## config.mk

```make
export PLATFORM = sky130hd
export DESIGN_NAME = regfile_write_arbiter
export DESIGN_NICKNAME = d
export VERILOG_FILES = /design/src/rtl/regfile_write_arbiter.sv
export SDC_FILE = /design/constraint.sdc
export NUM_CORES = 1
export LEC_CHECK = 0
export BUFFER_PORTS_ARGS = -buffer_cell sky130_fd_sc_hd__clkbuf_2
export CORE_ASPECT_RATIO = 0.7
export CORE_UTILIZATION = 55
export DETAILED_ROUTE_END_ITERATION = 10
export GPL_ROUTABILITY_DRIVEN = 0
export PLACE_DENSITY = 0.77
export SYNTH_ARGS = -nofsm -noshare
export SYNTH_HDL_FRONTEND = slang
export SYNTH_SLANG_ARGS = --single-unit
```

## constraint.sdc

```tcl
create_clock -name clock -period 4.75 [get_ports clock]
set_input_delay 1.1875 -clock clock [delete_from_list [all_inputs] [get_ports clock]]
set_output_delay 1.1875 -clock clock [all_outputs]
set_load 0.005 [all_outputs]
```

## src/rtl/regfile_write_arbiter.sv

```systemverilog
// Register-file write-port arbiter: fixed-priority wb > link > md FIFO, with busy tracking
// for multicycle destinations and a starvation watchdog on the md result FIFO.
module regfile_write_arbiter (
  input  logic        clock,
  input  logic        reset,
  input  logic        wb_valid,
  input  logic [4:0]  wb_rd,
  input  logic [31:0] wb_data,
  input  logic        link_valid,
  input  logic [31:0] link_pc,
  input  logic        md_valid,
  input  logic [4:0]  md_rd,
  input  logic [31:0] md_data,
  output logic        md_ready,
  input  logic        issue_valid,
  input  logic [4:0]  issue_rd,
  output logic        issue_ack,
  input  logic [4:0]  chk_rs,
  input  logic [4:0]  chk_rt,
  output logic        stall,
  output logic        rf_we,
  output logic [4:0]  rf_rd,
  output logic [31:0] rf_wdata,
  output logic        starve
);

  typedef enum logic [1:0] {EMPTY, ONE, FULL} fifo_state_t;

  fifo_state_t state, state_next;

  logic [4:0]  head_rd, tail_rd;
  logic [31:0] head_data, tail_data;
  logic        push, pop;

  logic        sel_valid;
  logic [4:0]  sel_rd;
  logic [31:0] sel_data;

  logic [31:0] busy, busy_next;
  logic [3:0]  wait_count;

  assign md_ready = (state != FULL);
  assign push     = md_valid & md_ready;
  // Pop decision looks only at the registered state, so a push into EMPTY waits a cycle.
  assign pop      = ~wb_valid & ~link_valid & (state != EMPTY);

  always_ff @(posedge clock) begin
    if (reset) state <= EMPTY;
    else       state <= state_next;
  end

  always_comb begin
    state_next = state;
    unique case (state)
      EMPTY: if (push) state_next = ONE;
      ONE: begin
        if (push && !pop)      state_next = FULL;
        else if (pop && !push) state_next = EMPTY;
      end
      FULL:    if (pop) state_next = ONE;
      default: state_next = EMPTY;
    endcase
  end

  always_ff @(posedge clock) begin
    if (reset) begin
      head_rd   <= '0;
      head_data <= '0;
      tail_rd   <= '0;
      tail_data <= '0;
    end else if (pop && state == FULL) begin
      head_rd   <= tail_rd;
      head_data <= tail_data;
    end else if (push && (state == EMPTY || (state == ONE && pop))) begin
      head_rd   <= md_rd;
      head_data <= md_data;
    end else if (push && state == ONE) begin
      tail_rd   <= md_rd;
      tail_data <= md_data;
    end
  end

  always_comb begin
    sel_valid = 1'b0;
    sel_rd    = '0;
    sel_data  = '0;
    if (wb_valid) begin
      sel_valid = 1'b1;
      sel_rd    = wb_rd;
      sel_data  = wb_data;
    end else if (link_valid) begin
      sel_valid = 1'b1;
      sel_rd    = 5'd31;
      sel_data  = link_pc - 32'd4;
    end else if (state != EMPTY) begin
      sel_valid = 1'b1;
      sel_rd    = head_rd;
      sel_data  = head_data;
    end
  end

  always_ff @(posedge clock) begin
    if (reset) begin
      rf_we    <= 1'b0;
      rf_rd    <= '0;
      rf_wdata <= '0;
    end else begin
      rf_we <= sel_valid & (sel_rd != '0);
      if (sel_valid) begin
        rf_rd    <= sel_rd;
        rf_wdata <= sel_data;
      end
    end
  end

  assign issue_ack = issue_valid & ~busy[issue_rd];

  // Set after clear: a fresh issue to the register being retired keeps it busy.
  always_comb begin
    busy_next = busy;
    if (pop) busy_next[head_rd] = 1'b0;
    if (issue_ack && issue_rd != '0) busy_next[issue_rd] = 1'b1;
    busy_next[0] = 1'b0;
  end

  always_ff @(posedge clock) begin
    if (reset) busy <= '0;
    else       busy <= busy_next;
  end

  always_ff @(posedge clock) begin
    if (reset)                        wait_count <= '0;
    else if (pop || state == EMPTY)   wait_count <= '0;
    else if (wait_count != 4'd8)      wait_count <= wait_count + 4'd1;
  end

  assign starve = (wait_count == 4'd8);
  assign stall  = busy[chk_rs] | busy[chk_rt] | starve;

endmodule

```

Word level (Yosys, flattened, before mapping)
Index checks and enable logic that the tools add are counted.
{ "totals": {"regBits": 150, "in_bits": 127, "wordCells": 93} }
{ "op_classes": {"order_cmp": 6, "bitwise": 15, "n_reduce_logical": 21, "eq_ne": 8, "addsub": 2, "mux": 30} }
{ "op_table": {"columns": ["cell", "count"], "rows": [
  ["2-to-1 mux 32 bit", 7],
  ["AND 32 bit", 1],
  ["NOT 32 bit", 1],
  ["bitwise OR 32 bit", 1],
  ["subtractor 32 x 3 -> 32 bit (second input constant)", 1],
  ["2-to-1 mux 5 bit", 5],
  ["< comparator 5 x 6 -> 1 bit (second input constant)", 4],
  ["binary-select mux 1 bit (select 5 bit)", 3],
  ["demux 1 bit (select 5 bit)", 2],
  ["greater-or-equal comparator 5 x 1 -> 1 bit (second input constant)", 2],
  ["nonzero test 5 bit", 2],
  ["logical AND 1 bit", 9],
  ["2-to-1 mux 1 bit", 8],
  ["2-to-1 mux 2 bit", 4],
  ["!= test 2 bit (second input constant)", 3],
  ["one-hot mux 2 bit (3 select lines)", 1],
  ["AND reduction 3 bit", 2],
  ["AND 1 bit", 5],
  ["NOT 1 bit", 5],
  ["adder 4 x 1 -> 4 bit (second input constant)", 1],
  ["== test 4 bit (second input constant)", 1],
  ["!= test 4 bit (second input constant)", 1],
  ["nonzero test 2 bit", 2],
  ["!= test 3 bit (second input constant)", 1],
  ["7 further kinds", 10]
]} }

Depth between registers and ports, before layout
{ "depth": {"depth_word": 9, "mapped_depth": 9, "depth_no_buf": 7} }

Least setup slack after synthesis
No wires, ideal clock.
{ "synth_timing": {"path_kind": "input to output", "startpoint": "input port chk_rt[0]", "endpoint": "output port stall", "t_arrival_ps": 3095, "path_buffers": 1, "setup_slack_ps": 468, "cell_stages": 6, "path_cell_list": "clkbuf_1 -> mux4_2 -> mux4_2 -> nand2_1 -> o21ai_0 -> or4_1"} }
{ "synth_between": {"elab_chain_cells": 4} }
{ "synth_rtl": {"columns": ["element", "line", "source"], "rows": [
  ["start, declared", "19", "input logic [4:0] chk_rt,"],
  ["binary-select mux 1 bit (select 5 bit)", "138", "assign stall = busy[chk_rs] | busy[chk_rt] | starve;"],
  ["2-to-1 mux 1 bit (not written as such)", "138", null],
  ["bitwise OR 1 bit (2 in series)", "138", null],
  ["end, declared", "20", "output logic stall,"]
]} }
No other way between the ends. The select of a mux whose other input is x is not followed.

Final worst setup path
Ends and elaborated chain as after synthesis.

==> out/qor.yml <==
slew_headroom: 0.230
period_minus_slack_ps: 4300
grt_max_degree: 95
synth_edf_count: 0
cp_cell_sequence: "clkbuf_2 > mux4_2 > mux4_2 > nand2_1 > o21ai_0 > or4_1 > clkbuf_2"
first_iter_violations: 756
drv_cap: 0
grt_use_total: 0.325
grt_pass1_wl_um: 37100
crit_slowest_cell: "mux4_2"
finalHoldViolCount: 0
ir_worst_vdd_mv: 0.278
grt_setup_unrepaired: "no"
antenna_cells: 0
synth_seq_area_share: 0.379
grt_pass1_vias: 6741
hpwl_um: 17200
status: "complete, no violations"
drc: 0
postCtsSetupBuffers: 0
htree_num_levels: 4
cts.clk_slew.worst_paths_ps: 60
ys_types: 64
antenna_found_initial: 0
slew_viol_final: 0
start_util: 0.564
hold_buffers: 0
tightest_slew_ps: 1130
wl_um: 24100
setup_viol: 0
crit_required_ps: 3560
grt_overflow: 0
ant_nets: 0
critical_path.max_stage_delay_ps: 540
synthArstFlopShare: 0
insertion_delay_ps: 420
multi_input_area_sq_um: 4530
fin_nets: 1180
die_w_um: 145
critical_path_class: "in -> out"
final_cell_mix: "clkbuf_2 (167), dfxtp_1 (149), nand2_1 (125)"
yosys_most_used_dff: "dfxtp_1"
ys_ff_latch: 149
fillers: 1180
fin_setup_tns_ps: 0
fin_crit_sh: 0.906
io_buffers: 168
vias: 7632
cp.arrival_ps: 3110
vias_per_cell: 6.10
die_area_sq_um: 14800
cts_root_buf: "clkbuf_16"
first_pass_iters: 5
syn_area_per_cell_sq_um: 8.51
syn-num-nets: 1056
die_h_um: 102
max_freq_mhz: 232
cts_buffers: 17
cp-end-kind: "output pin"
syn2layout_area_growth_pct: 19.6
syn_inst: 925
final_common_cell: "clkbuf_2"
worstHoldPathType: "reg -> reg"
critPathMaxFanout: 7
final_cell_area_sq_um: 9410
rows: 36
cts_resized: 0
register_area_sq_um: 2980
power.leakage_nw: 3.53
wire_per_inst_um: 19.2
yosys_warnings: 0
power.total_mw: 3.27
p_per_area_nw_per_um2: 347
layout-drive-gt1-share: 0.245
cp-start-kind: "input pin"
finClkSkew_ps: 10.9
clkSinkCount: 149
clock_path_buffers: 2
place_area_sq_um: 8780
io_pins: 169
tritoncts: "built"
synth_area_sq_um: 7870
coreArea_sq_um: 14000
## worst max-delay path: cells and delay by family
| kind | cells | cell delay [ps] |
|---|---|---|
| and+or+nand+nor | 2 | 480 |
| buffers and inverters | 2 | 360 |
| AOI/OAI and AO/OA | 1 | 80 |
| muxes | 2 | 1000 |
## stage by stage
| step | utilization | hold slack [ps] | std cells | setup WS, ps |
|---|---|---|---|---|
| final | 0.674 | 453 | 1252 | 448 |
| after global routing | 0.674 | 468 | 1252 | 382 |
| after floorplan | - | 436 | 925 | 468 |
| after global placement | 0.629 | 440 | 1220 | 468 |
| after CTS | 0.674 | 455 | 1252 | 446 |
| after detailed placement | 0.629 | 446 | 1220 | 446 |
## sequential cells by signal, summed over array words and instances (netlist names), 2 cells and up
register	cells
busy	31
head_data	32
head_rd	5
rf_rd	5
rf_wdata	32
state	2
tail_data	32
tail_rd	5
wait_count	4
## cell families after synthesis
logic type	count (synthesis)	share of synthesized area
adder cells (fa/ha/maj)	4	0.00636
buffers and inverters	94	0.0472
flip-flops	149	0.379
AND/OR/NAND/NOR	321	0.193
multiplexers	78	0.130
XOR/XNOR	23	0.0256
AO/OA/AOI/OAI	256	0.219
## cell usage after synthesis, types with 16 or more instances
cell type,n,area share
dfxtp_1,149,0.38
mux4_2,19,0.054
o21ai_0,35,0.022
xnor2_1,21,0.023
mux2i_1,55,0.070
nand3_1,16,0.010
o211ai_1,28,0.027
nor2_1,84,0.040
o31ai_1,17,0.016
nand2_1,125,0.060
clkbuf_1,64,0.031
a21oi_1,71,0.045
a211oi_1,44,0.042
## layout make-up
class | count | share of cell area
clock buffer | 21 | 0.0500
clock inverter | 11 | 0.0174
inverter | 16 | 0.00638
multi-input combinational | 682 | 0.481
sequential | 149 | 0.317
tap | 190 | 0.0253
timing repair buffer | 183 | 0.103
## final timing paths
kind | endpoint | start | slack (ps) | cells after the start
setup / recovery | stall | chk_rt[0] | 450 | 7
hold / removal | tail_data[23]$_SDFFE_PP0P_ | tail_data[23]$_SDFFE_PP0P_ | 450 | 2
setup reg to reg | rf_wdata[15]$_SDFFE_PP0P_ | state[0]$_SDFFE_PP0P_ | 2240 | 4
hold reg to reg | tail_data[23]$_SDFFE_PP0P_ | tail_data[23]$_SDFFE_PP0P_ | 450 | 2
## power breakdown
part           internal (mW)  total [mW]  switching [mW]
sequential              1.32        1.38          0.0601
clock                  0.882        1.44           0.554
combinational          0.181       0.450           0.269
total                   2.39        3.27           0.883
## routing by layer
metal	global-route usage	routed length (um)
met4	0.0802	325
met1	0.509	11600
met2	0.416	9100
met3	0.104	3060
met5	0	0
Note: power is estimated with default switching activity, not from simulation.
